===== src/rtl/inst_fetch_cache_pkg.sv =====
// Shared types and helpers for the instruction-fetch cache.
// Holds the fetch FSM encoding and the saturating counter helper.
package inst_fetch_cache_pkg;

    typedef enum logic [1:0] {
        FETCH_IDLE = 2'b00,
        FETCH_REQ  = 2'b01,
        FETCH_TOUT = 2'b10
    } fetch_state_t;

    localparam logic        RST_ENABLE  = 1'b1;
    localparam logic        CHIP_ENABLE = 1'b1;
    localparam logic [31:0] ZERO_WORD   = 32'h0000_0000;

    function automatic logic [31:0] sat_inc(input logic [31:0] v);
        return (v == 32'hFFFF_FFFF) ? v : v + 32'd1;
    endfunction

endpackage


===== src/rtl/icache_array.sv =====
// Direct-mapped line storage: tag, valid and one data word per line.
// Combinational read, one synchronous write port, synchronous clear-all.
module icache_array
    import inst_fetch_cache_pkg::*;
#(
    parameter int LINES  = 16,
    parameter int IDX_W  = 4,
    parameter int TAG_W  = 26,
    parameter int DATA_W = 32
) (
    input  logic              clk,
    input  logic              clr,
    input  logic [IDX_W-1:0]  rd_idx,
    output logic              rd_valid,
    output logic [TAG_W-1:0]  rd_tag,
    output logic [DATA_W-1:0] rd_data,
    input  logic              wr_en,
    input  logic [IDX_W-1:0]  wr_idx,
    input  logic [TAG_W-1:0]  wr_tag,
    input  logic [DATA_W-1:0] wr_data,
    input  logic              wr_valid
);

    logic [LINES-1:0]  valid;
    logic [TAG_W-1:0]  tags [LINES];
    logic [DATA_W-1:0] data [LINES];

    // Valid bits: clear-all dominates any fill written the same edge.
    always_ff @(posedge clk) begin
        if (clr == RST_ENABLE) begin
            valid <= '0;
        end else if (wr_en) begin
            valid[wr_idx] <= wr_valid;
        end
    end

    // Tag and data payload; a fill always overwrites the aliased line.
    always_ff @(posedge clk) begin
        if (wr_en) begin
            tags[wr_idx] <= wr_tag;
            data[wr_idx] <= wr_data;
        end
    end

    assign rd_valid = valid[rd_idx];
    assign rd_tag   = tags[rd_idx];
    assign rd_data  = data[rd_idx];

endmodule


===== src/rtl/inst_fetch_cache.sv =====
// Instruction-fetch front end: small direct-mapped cache in front of a
// slow req/ack instruction memory, with bus timeout, flush and miss count.
module inst_fetch_cache
    import inst_fetch_cache_pkg::*;
#(
    parameter int ADDR_W  = 32,
    parameter int DATA_W  = 32,
    parameter int LINES   = 16,
    parameter int TIMEOUT = 255
) (
    input  logic              clk,
    input  logic              rst,
    input  logic              ce_i,
    input  logic [ADDR_W-1:0] addr_i,
    output logic [DATA_W-1:0] inst_o,
    output logic              stallreq_o,
    input  logic              flush_i,
    output logic              mem_req_o,
    output logic [ADDR_W-1:0] mem_addr_o,
    input  logic              mem_ack_i,
    input  logic [DATA_W-1:0] mem_data_i,
    output logic              err_o,
    output logic [31:0]       miss_cnt_o
);

    localparam int IDX_W = $clog2(LINES);
    localparam int TAG_W = ADDR_W - 2 - IDX_W;

    fetch_state_t state;
    logic [31:0]  tcnt;

    logic [IDX_W-1:0]  idx;
    logic [TAG_W-1:0]  tag;
    logic [IDX_W-1:0]  fill_idx;
    logic [TAG_W-1:0]  fill_tag;
    logic              rd_valid;
    logic [TAG_W-1:0]  rd_tag;
    logic [DATA_W-1:0] rd_data;
    logic              hit;
    logic              miss;
    logic              fill;
    logic              timeout_hit;
    logic              unused_addr_bits;

    assign idx      = addr_i[2+IDX_W-1:2];
    assign tag      = addr_i[ADDR_W-1:2+IDX_W];
    assign fill_idx = mem_addr_o[2+IDX_W-1:2];
    assign fill_tag = mem_addr_o[ADDR_W-1:2+IDX_W];

    // Byte offset within the word is irrelevant to instruction fetch.
    assign unused_addr_bits = ^addr_i[1:0];

    // A flush in the same cycle forces a miss so stale lines are never used.
    assign hit = (state == FETCH_IDLE) && (ce_i == CHIP_ENABLE) && !flush_i
               && rd_valid && (rd_tag == tag);
    assign miss = (state == FETCH_IDLE) && (ce_i == CHIP_ENABLE) && !hit;
    assign fill = (state == FETCH_REQ) && mem_ack_i;

    // Count check uses the post-increment value so the request lasts
    // exactly TIMEOUT cycles.
    assign timeout_hit = (TIMEOUT != 0) && (tcnt + 32'd1 == 32'(TIMEOUT));

    icache_array #(
        .LINES  (LINES),
        .IDX_W  (IDX_W),
        .TAG_W  (TAG_W),
        .DATA_W (DATA_W)
    ) u_array (
        .clk      (clk),
        .clr      (rst | flush_i),
        .rd_idx   (idx),
        .rd_valid (rd_valid),
        .rd_tag   (rd_tag),
        .rd_data  (rd_data),
        .wr_en    (fill & ~rst),
        .wr_idx   (fill_idx),
        .wr_tag   (fill_tag),
        .wr_data  (mem_data_i),
        .wr_valid (~flush_i)
    );

    // Core-facing outputs: hit data is returned in the same cycle.
    always_comb begin
        inst_o     = '0;
        stallreq_o = 1'b0;
        if (rst != RST_ENABLE) begin
            if (hit) begin
                inst_o = rd_data;
            end
            stallreq_o = miss || (state == FETCH_REQ);
        end
    end

    // Fetch FSM with registered memory request, error flag and counters.
    always_ff @(posedge clk) begin
        if (rst == RST_ENABLE) begin
            state      <= FETCH_IDLE;
            mem_req_o  <= 1'b0;
            mem_addr_o <= '0;
            err_o      <= 1'b0;
            miss_cnt_o <= '0;
            tcnt       <= '0;
        end else begin
            unique case (state)
                FETCH_IDLE: begin
                    if (miss) begin
                        mem_addr_o <= {addr_i[ADDR_W-1:2], 2'b00};
                        mem_req_o  <= 1'b1;
                        miss_cnt_o <= sat_inc(miss_cnt_o);
                        tcnt       <= '0;
                        state      <= FETCH_REQ;
                    end
                end
                FETCH_REQ: begin
                    if (mem_ack_i) begin
                        mem_req_o <= 1'b0;
                        tcnt      <= '0;
                        state     <= FETCH_IDLE;
                    end else if (timeout_hit) begin
                        mem_req_o <= 1'b0;
                        err_o     <= 1'b1;
                        tcnt      <= '0;
                        state     <= FETCH_TOUT;
                    end else begin
                        tcnt <= tcnt + 32'd1;
                    end
                end
                FETCH_TOUT: begin
                    state <= FETCH_IDLE;
                end
                default: begin
                    state <= FETCH_IDLE;
                end
            endcase
        end
    end

endmodule


===== config.mk =====
export PLATFORM = sky130hd
export DESIGN_NAME = inst_fetch_cache
export DESIGN_NICKNAME = d
export VERILOG_FILES = /design/src/rtl/inst_fetch_cache_pkg.sv /design/src/rtl/icache_array.sv /design/src/rtl/inst_fetch_cache.sv
export SDC_FILE = /design/constraint.sdc
export NUM_CORES = 1
export LEC_CHECK = 0
export BUFFER_PORTS_ARGS = -buffer_cell sky130_fd_sc_hd__buf_2
export CORE_AREA = 4 4 259 261
export CTS_CLUSTER_SIZE = 14
export DETAILED_ROUTE_END_ITERATION = 10
export DIE_AREA = 0 0 263 265
export PLACE_DENSITY = 0.83
export SYNTH_ARGS = -nofsm -noshare
export SYNTH_HDL_FRONTEND = slang
export SYNTH_SLANG_ARGS = --single-unit

===== constraint.sdc =====
create_clock -name clk -period 17.35 [get_ports clk]
set_input_delay 5.205 -clock clk [delete_from_list [all_inputs] [get_ports clk]]
set_output_delay 5.205 -clock clk [all_outputs]
set_load 0.01 [all_outputs]

Word-level counts from Yosys, hierarchy flattened
Memories as Yosys holds them, arrays and structs flattened. Index checks and enable logic that the tools add are counted.

Logic and storage cells: 66. Flip-flop bits (word level): 114. Input bits: 69. Output and inout bits: 99. Memory bits (writable): 928. Memories kept: 2.

Memory list: u_array.data (words 16, bits a word 32, read ports 1, clocked after memory_dff 0, wr ports 1, line icache_array.sv:26) `logic [DATA_W-1:0] data [LINES];`; u_array.tags (words 16, bits a word 26, read ports 1, clocked after memory_dff 0, wr ports 1, line icache_array.sv:25) `logic [TAG_W-1:0] tags [LINES];`.

$lt $le $gt $ge: 3. Equal/unequal tests: 6. Reduce and logical (&&, ||, !) cells: 18. $add $sub $neg: 2. Multiplexer cells: 22. Bitwise logic cells: 6.

Operators with widths (count): 2-to-1 mux 32 bit (5); adder 32 x 1 -> 32 bit (second input constant) (2); case mux 32 bit (2 select lines) (1); == test 32 bit (second input constant) (1); == test 32 x 8 -> 1 bit (second input constant) (1); == test 26 bit (1); bitwise mux 16 bit (1); < comparator 4 x 5 -> 1 bit (second input constant) (2); AND reduction 3 bit (3); 2-to-1 mux 1 bit (8); logical AND 1 bit (7); 2-to-1 mux 2 bit (3); AND reduction 2 bit (3); binary-select mux 1 bit (select 4 bit) (1); demux 1 bit (select 4 bit) (1); greater-or-equal comparator 4 x 1 -> 1 bit (second input constant) (1); NOT 1 bit (4); case mux 2 bit (2 select lines) (1); inequality test 3 bit (second input constant) (1); == test 2 x 1 -> 1 bit (second input constant) (1); logical NOT 1 bit (2); logical NOT 2 bit (1); inequality test 2 bit (second input constant) (1); case mux 1 bit (2 select lines) (1); 4 further kinds (4).

Logic depth before layout (Yosys ltp)
Word-level depth: 9. Depth in mapped cells: 16. Depth with buffers taken out: 10.

By module
A second synthesis with hierarchy kept.

Cell total of the unflattened synthesis: 2214. Area, all modules: 41208.3 sq um.

By module, submodules not included: icache_array (cells an instance 1527, times used 1, seq. area each 28187.0 sq um, area an instance 35440.2 sq um); inst_fetch_cache (cells an instance 687, times used 1, seq. area each 1961.9 sq um, area an instance 5768.0 sq um).

Worst setup path after synthesis
No wires, ideal clock.

Path kind: input-to-output. From: input port addr_i[2]. To: output port inst_o[22]. Data required time: 12145 ps. Arrival time: 8226 ps. Cell stages on the path: 10. Slack: 3919 ps. Buffers on the path: 7. Path through: buf_6 buf_6 buf_8 buf_6 clkbuf_1 buf_1 buf_2 mux4_2 mux4_2 and3_1.

Cells in the longest elaborated chain, start to end: 6. Elaborated cells on any way between the ends: 9. Those cells by class: eq/ne: 1; mux: 4; reduce/logical: 2; memory: 2.

RTL lines: from (decl) (line inst_fetch_cache.sv:14) `input logic [ADDR_W-1:0] addr_i,`; parallel branches: the longest is 4 deep, another holds memory (16 x 26 bit); 2-to-1 mux 32 bit * (line inst_fetch_cache.sv:87) `if (hit) begin`; 2-to-1 mux 32 bit * (line inst_fetch_cache.sv:86) `if (rst != RST_ENABLE) begin`; to (decl) (line inst_fetch_cache.sv:15) `output logic [DATA_W-1:0] inst_o,`.

Every way passes the cells marked *. The select of a mux whose other input is x is not followed.

Worst setup path in the final report
From: input port addr_i[4]. To: output port inst_o[30].

Same word-level chain as after synthesis.

==> results.py <==
metrics = {
    "synth": {
        "synth_sequential_area_ratio_pct": 72.0,
        "synth_xor_area_share_pct": 1.23,
        "yosys.area_share.simple_pct": 5.21,
        "synth.ff_latch_count": 1042,
        "synthAdderAreaFrac_pct": 0.0897,
        "average_cell_area_after_synthesis_um2": 18.5,
        "synth_flop_cell": "sky130_fd_sc_hd__edfxtp_1",
        "synth_top_area_share_pct": 66.6,
        "synth_top_cells_by_area": "sky130_fd_sc_hd__edfxtp_1 67%, sky130_fd_sc_hd__mux4_2 14%, sky130_fd_sc_hd__dfxtp_1 5.5%",
        "synthesis_warning_total": 0,
        "synth.area.mux_share_pct": 15.4,
        "number_of_enable_flip_flop_cells_after_synthesis": 928,
        "synth.largest_area_cell": "sky130_fd_sc_hd__edfxtp_1",
        "syn_inst": 2262,
        "synth_top_family_by_area": "multiplexers",
        "postSynth.asyncResetShare_pct": 0,
        "yosys.cell_types.count": 69,
        "synth_area_um2": 41900,
        "area_fraction_in_compound_gates_after_synthesis_pct": 3.97,
    },
    "worst_setup_path": {
        "reg2reg_setup_slack_ps": 12930,
        "critical_path.slowest_cell": "sky130_fd_sc_hd__buf_4",
        "regToRegStartpoint": "u_array.tags[3][12]",
        "worst-setup-path-type": "in -> out",
        "timing.critical_path.cells": "buf_6 -> buf_4 -> mux4_2 -> mux2i_1 -> xnor2_1 -> nand2_1 -> o21ai_0 -> a2111oi_0 -> nand4b_1 -> nor4_4 -> buf_4 -> and3_1 -> buf_2",
        "worstReg2RegEnd": "miss_cnt_o[0]",
        "arrival_ps": 9800,
        "critical_path_required_ps": 12140,
        "timing.reg2reg.worst_path_depth": 9,
        "max_stage_delay_ps": 810,
        "crit_path_max_fanout": 70,
        "cp-end-kind": "output pin",
        "startpoint_type": "input port",
        "path_common_cell": "sky130_fd_sc_hd__buf_4",
    },
    "global_routing": {
        "global_route_wire_length_before_repair_um": 156000,
        "gr-usage-met2_pct": 50.3,
        "via_count_of_the_first_global_routing_pass": 23700,
        "grt_use_met1_pct": 40.8,
        "grt-ovfl-total": 0,
        "grt_start_max_net_pins": 116,
        "initial_antenna_violation_count": 6,
        "busiest_layer": "met2",
        "global_route_track_usage_on_met3_pct": 5.07,
        "track_usage_pct": 30.1,
    },
    "pwr": {
        "clock_power_share_pct": 43.0,
        "power_switching_share_pct": 21.2,
        "powerDensity_nw_per_um2": 112,
        "seqPwrFrac_pct": 52.6,
        "internal_power_uw": 4140,
        "switching_power_uw": 1110,
        "proportion_of_power_drawn_by_combinational_gates_pct": 4.4,
        "leakage_uw": 0.0158,
        "max-vdd-ir-drop_v": 0.000135,
    },
    "status": {
        "outcome": "finished clean",
    },
    "clock_network": {
        "cts_inserted_buffers": 102,
        "clock_tree_from_tritoncts": "built",
        "htree_levels": 3,
        "clkSinkCount": 1042,
        "clk_pin_slew_ps": 60,
        "cts_repair_resize_count": 0,
        "root_buffer": "sky130_fd_sc_hd__clkbuf_16",
        "clock_insertion_delay_worst_skew_ps": 670,
        "ctsLongestPathBuffers": 3,
        "hold_buffers": 0,
        "post-cts-setup-buffer-count": 0,
    },
    "timing": {
        "hold_viol": 0,
        "report.final.slew_viol_count": 0,
        "worstMarginPinSlew_ps": 1200,
        "setup-tns-final_ps": 0,
        "slew-limit-headroom_pct": 18.2,
        "finalWorstSetupSlack_ps": 2350,
        "maximum_clock_skew_at_final_layout_ps": 21.2,
        "timing.final.crit_period_ps": 15000,
        "finalSetupViolations": 0,
        "rsz0062_at_grt": "false",
        "max_freq_mhz": 66.7,
        "final.period_utilization_pct": 86.5,
    },
    "placed_design": {
        "numPlacedInstances": 3182,
        "dpl_cell_area_um2": 43500,
        "dp_hpwl_um": 52200,
        "placement.setup.worst_slack_ps": 2540,
        "gp_congestion": 0.855,
        "port_buffers": 163,
    },
    "finish": {
        "post_route_cells_drive_above_1_share_pct": 25.8,
        "final_design_area_no_fill_um2": 46900,
        "final_core_utilization_pct": 72.8,
        "fin_nets": 2503,
        "synthToLayoutAreaGrowth_pct": 12.1,
        "final-instance-count-excl-fill": 3380,
    },
    "routing": {
        "drtIter0Drc": 3103,
        "detail-route-antenna-nets": 0,
        "drc": 0,
        "route.detailed.wl_per_inst_um": 31.1,
        "detailroute.via_count": 23500,
        "drt-total-wl_um": 105000,
        "drt-vias-per-instance": 6.96,
        "first_pass_iters": 7,
    },
    "worst_hold_path": {
        "worst_hold_startpoint": "u_array.valid[6]",
        "worstHoldPathCells": 1,
        "worst_hold_path.endpoint": "u_array.valid[6]",
        "worstHoldPathType": "reg -> reg",
    },
    "die": {
        "dieHeight_um": 265,
        "core_area_um2": 64500,
        "std_cell_rows": 93,
        "ios": 168,
        "initial_utilization_pct": 64.9,
        "die_area_um2": 69700,
        "fp.dieW_um": 263,
    },
    "job": {
        "total_of_max_cap_violations": 0,
    },
}
-- power by group through the flow --
stage	logic, µW	registers [µW]	clock network (µW)
CTS	231	2760	2280
finish	231	2760	2260
global route	245	2760	2400
detailed placement	226	2810	0
floorplan	146	2810	0
global placement	219	2810	0
-- Yosys cell counts, types with 9 or more instances --
master and instances:
sky130_fd_sc_hd__and3_1 47, sky130_fd_sc_hd__xor2_1 23, sky130_fd_sc_hd__nor3_1 26, sky130_fd_sc_hd__o21a_1 22, sky130_fd_sc_hd__and2_1 10, sky130_fd_sc_hd__nand4_1 28
sky130_fd_sc_hd__o21ai_0 70, sky130_fd_sc_hd__o31ai_1 12, sky130_fd_sc_hd__buf_4 16, sky130_fd_sc_hd__nand3_1 39, sky130_fd_sc_hd__nor2b_1 19, sky130_fd_sc_hd__or3_1 13
sky130_fd_sc_hd__o211ai_1 11, sky130_fd_sc_hd__buf_1 20, sky130_fd_sc_hd__inv_1 36, sky130_fd_sc_hd__nor4_1 15, sky130_fd_sc_hd__nand2b_1 13, sky130_fd_sc_hd__a21oi_1 59
sky130_fd_sc_hd__or2_2 9, sky130_fd_sc_hd__mux2i_1 54, sky130_fd_sc_hd__buf_6 14, sky130_fd_sc_hd__mux4_2 257, sky130_fd_sc_hd__nor2_1 72, sky130_fd_sc_hd__edfxtp_1 928
sky130_fd_sc_hd__or4_1 10, sky130_fd_sc_hd__clkbuf_1 72, sky130_fd_sc_hd__o21ai_1 17, sky130_fd_sc_hd__xnor2_1 36, sky130_fd_sc_hd__a211oi_1 9, sky130_fd_sc_hd__nand2_1 55
sky130_fd_sc_hd__buf_2 13, sky130_fd_sc_hd__dfxtp_1 114, sky130_fd_sc_hd__nand3b_1 29
-- how the worst max path moves through the flow --
stage,from,to,depth (start not counted)
2_1_floorplan,addr_i[2],inst_o[22],10
3_3_place_gp,addr_i[3],inst_o[25],12
3_5_place_dp,addr_i[3],inst_o[24],12
4_1_cts,addr_i[4],inst_o[30],13
5_1_grt,addr_i[4],inst_o[30],13
6_report,addr_i[4],inst_o[30],13
-- critical path, delay by kind of cell --
| kind | cells | cell delay (ps) |
|---|---|---|
| compound gates | 2 | 680 |
| mux | 2 | 920 |
| xor+xnor | 1 | 110 |
| buf+inv | 4 | 2030 |
| simple gates | 4 | 760 |
-- layout by cell type, fill, tap and decap left out, drive strengths merged, types with 7 or more instances in the layout --
cell type,instances
a211oi,9
a21oi,59
a22oi,8
a31oi,7
and2,10
and3,47
buf,200
bufinv,12
clkbuf,129
clkinv,43
dfxtp,114
edfxtp,928
inv,43
mux2,10
mux2i,54
mux4,258
nand2,55
nand2b,13
nand3,39
nand3b,29
nand4,28
nor2,72
nor2b,19
nor3,26
nor4,17
o211ai,11
o21a,22
o21ai,87
o311ai,7
o31ai,12
o41ai,7
or2,9
or3,13
or4,10
xnor2,36
xor2,23
-- through the flow --
stage                     hold slack, ps  power (µW)
after global routing                 490        5410
after CTS                            475        5270
final                                475        5250
after global placement               441        3030
after floorplan                      435        2960
after detailed placement             452        3040
-- state kept, by name, indices dropped and copies added, names as in the netlist --
signal	count
u_array.data	512
state	2
u_array.tags	416
tcnt	32
mem_addr_o	30
mem_req_o	1
u_array.valid	16
miss_cnt_o	32
err_o	1
-- logic make-up (layout without fill, tap and decap cells) --
| logic type | Yosys count | count (layout) |
|---|---|---|
| DFF | 1042 | 1042 |
| and+or+nand+nor | 397 | 397 |
| muxes | 322 | 322 |
| AOI/OAI and AO/OA | 264 | 264 |
| buffers and inverters | 174 | 431 |
| xor gates and xnor gates | 59 | 59 |
| adders and majority gates | 3 | 3 |
| other | 1 | 7 |
-- layer usage --
layer | part of all wire [%] | wire length, µm
met3 | 8.9 | 9310
met5 | 0.021 | 22
met4 | 3.6 | 3740
met1 | 36 | 38300
met2 | 51 | 53700
-- area by class of cell --
class | instances | area [µm²]
multi-input cells | 1047 | 11000
clock buffers | 129 | 2750
repair buffers | 200 | 1130
flip-flops and latches | 1042 | 30100
clock inverters | 64 | 664
inverters | 38 | 144
diodes | 5 | 12.5
well taps | 855 | 1070
fillers | 3625 | 17500
Note: power is estimated with default switching activity, not from simulation.
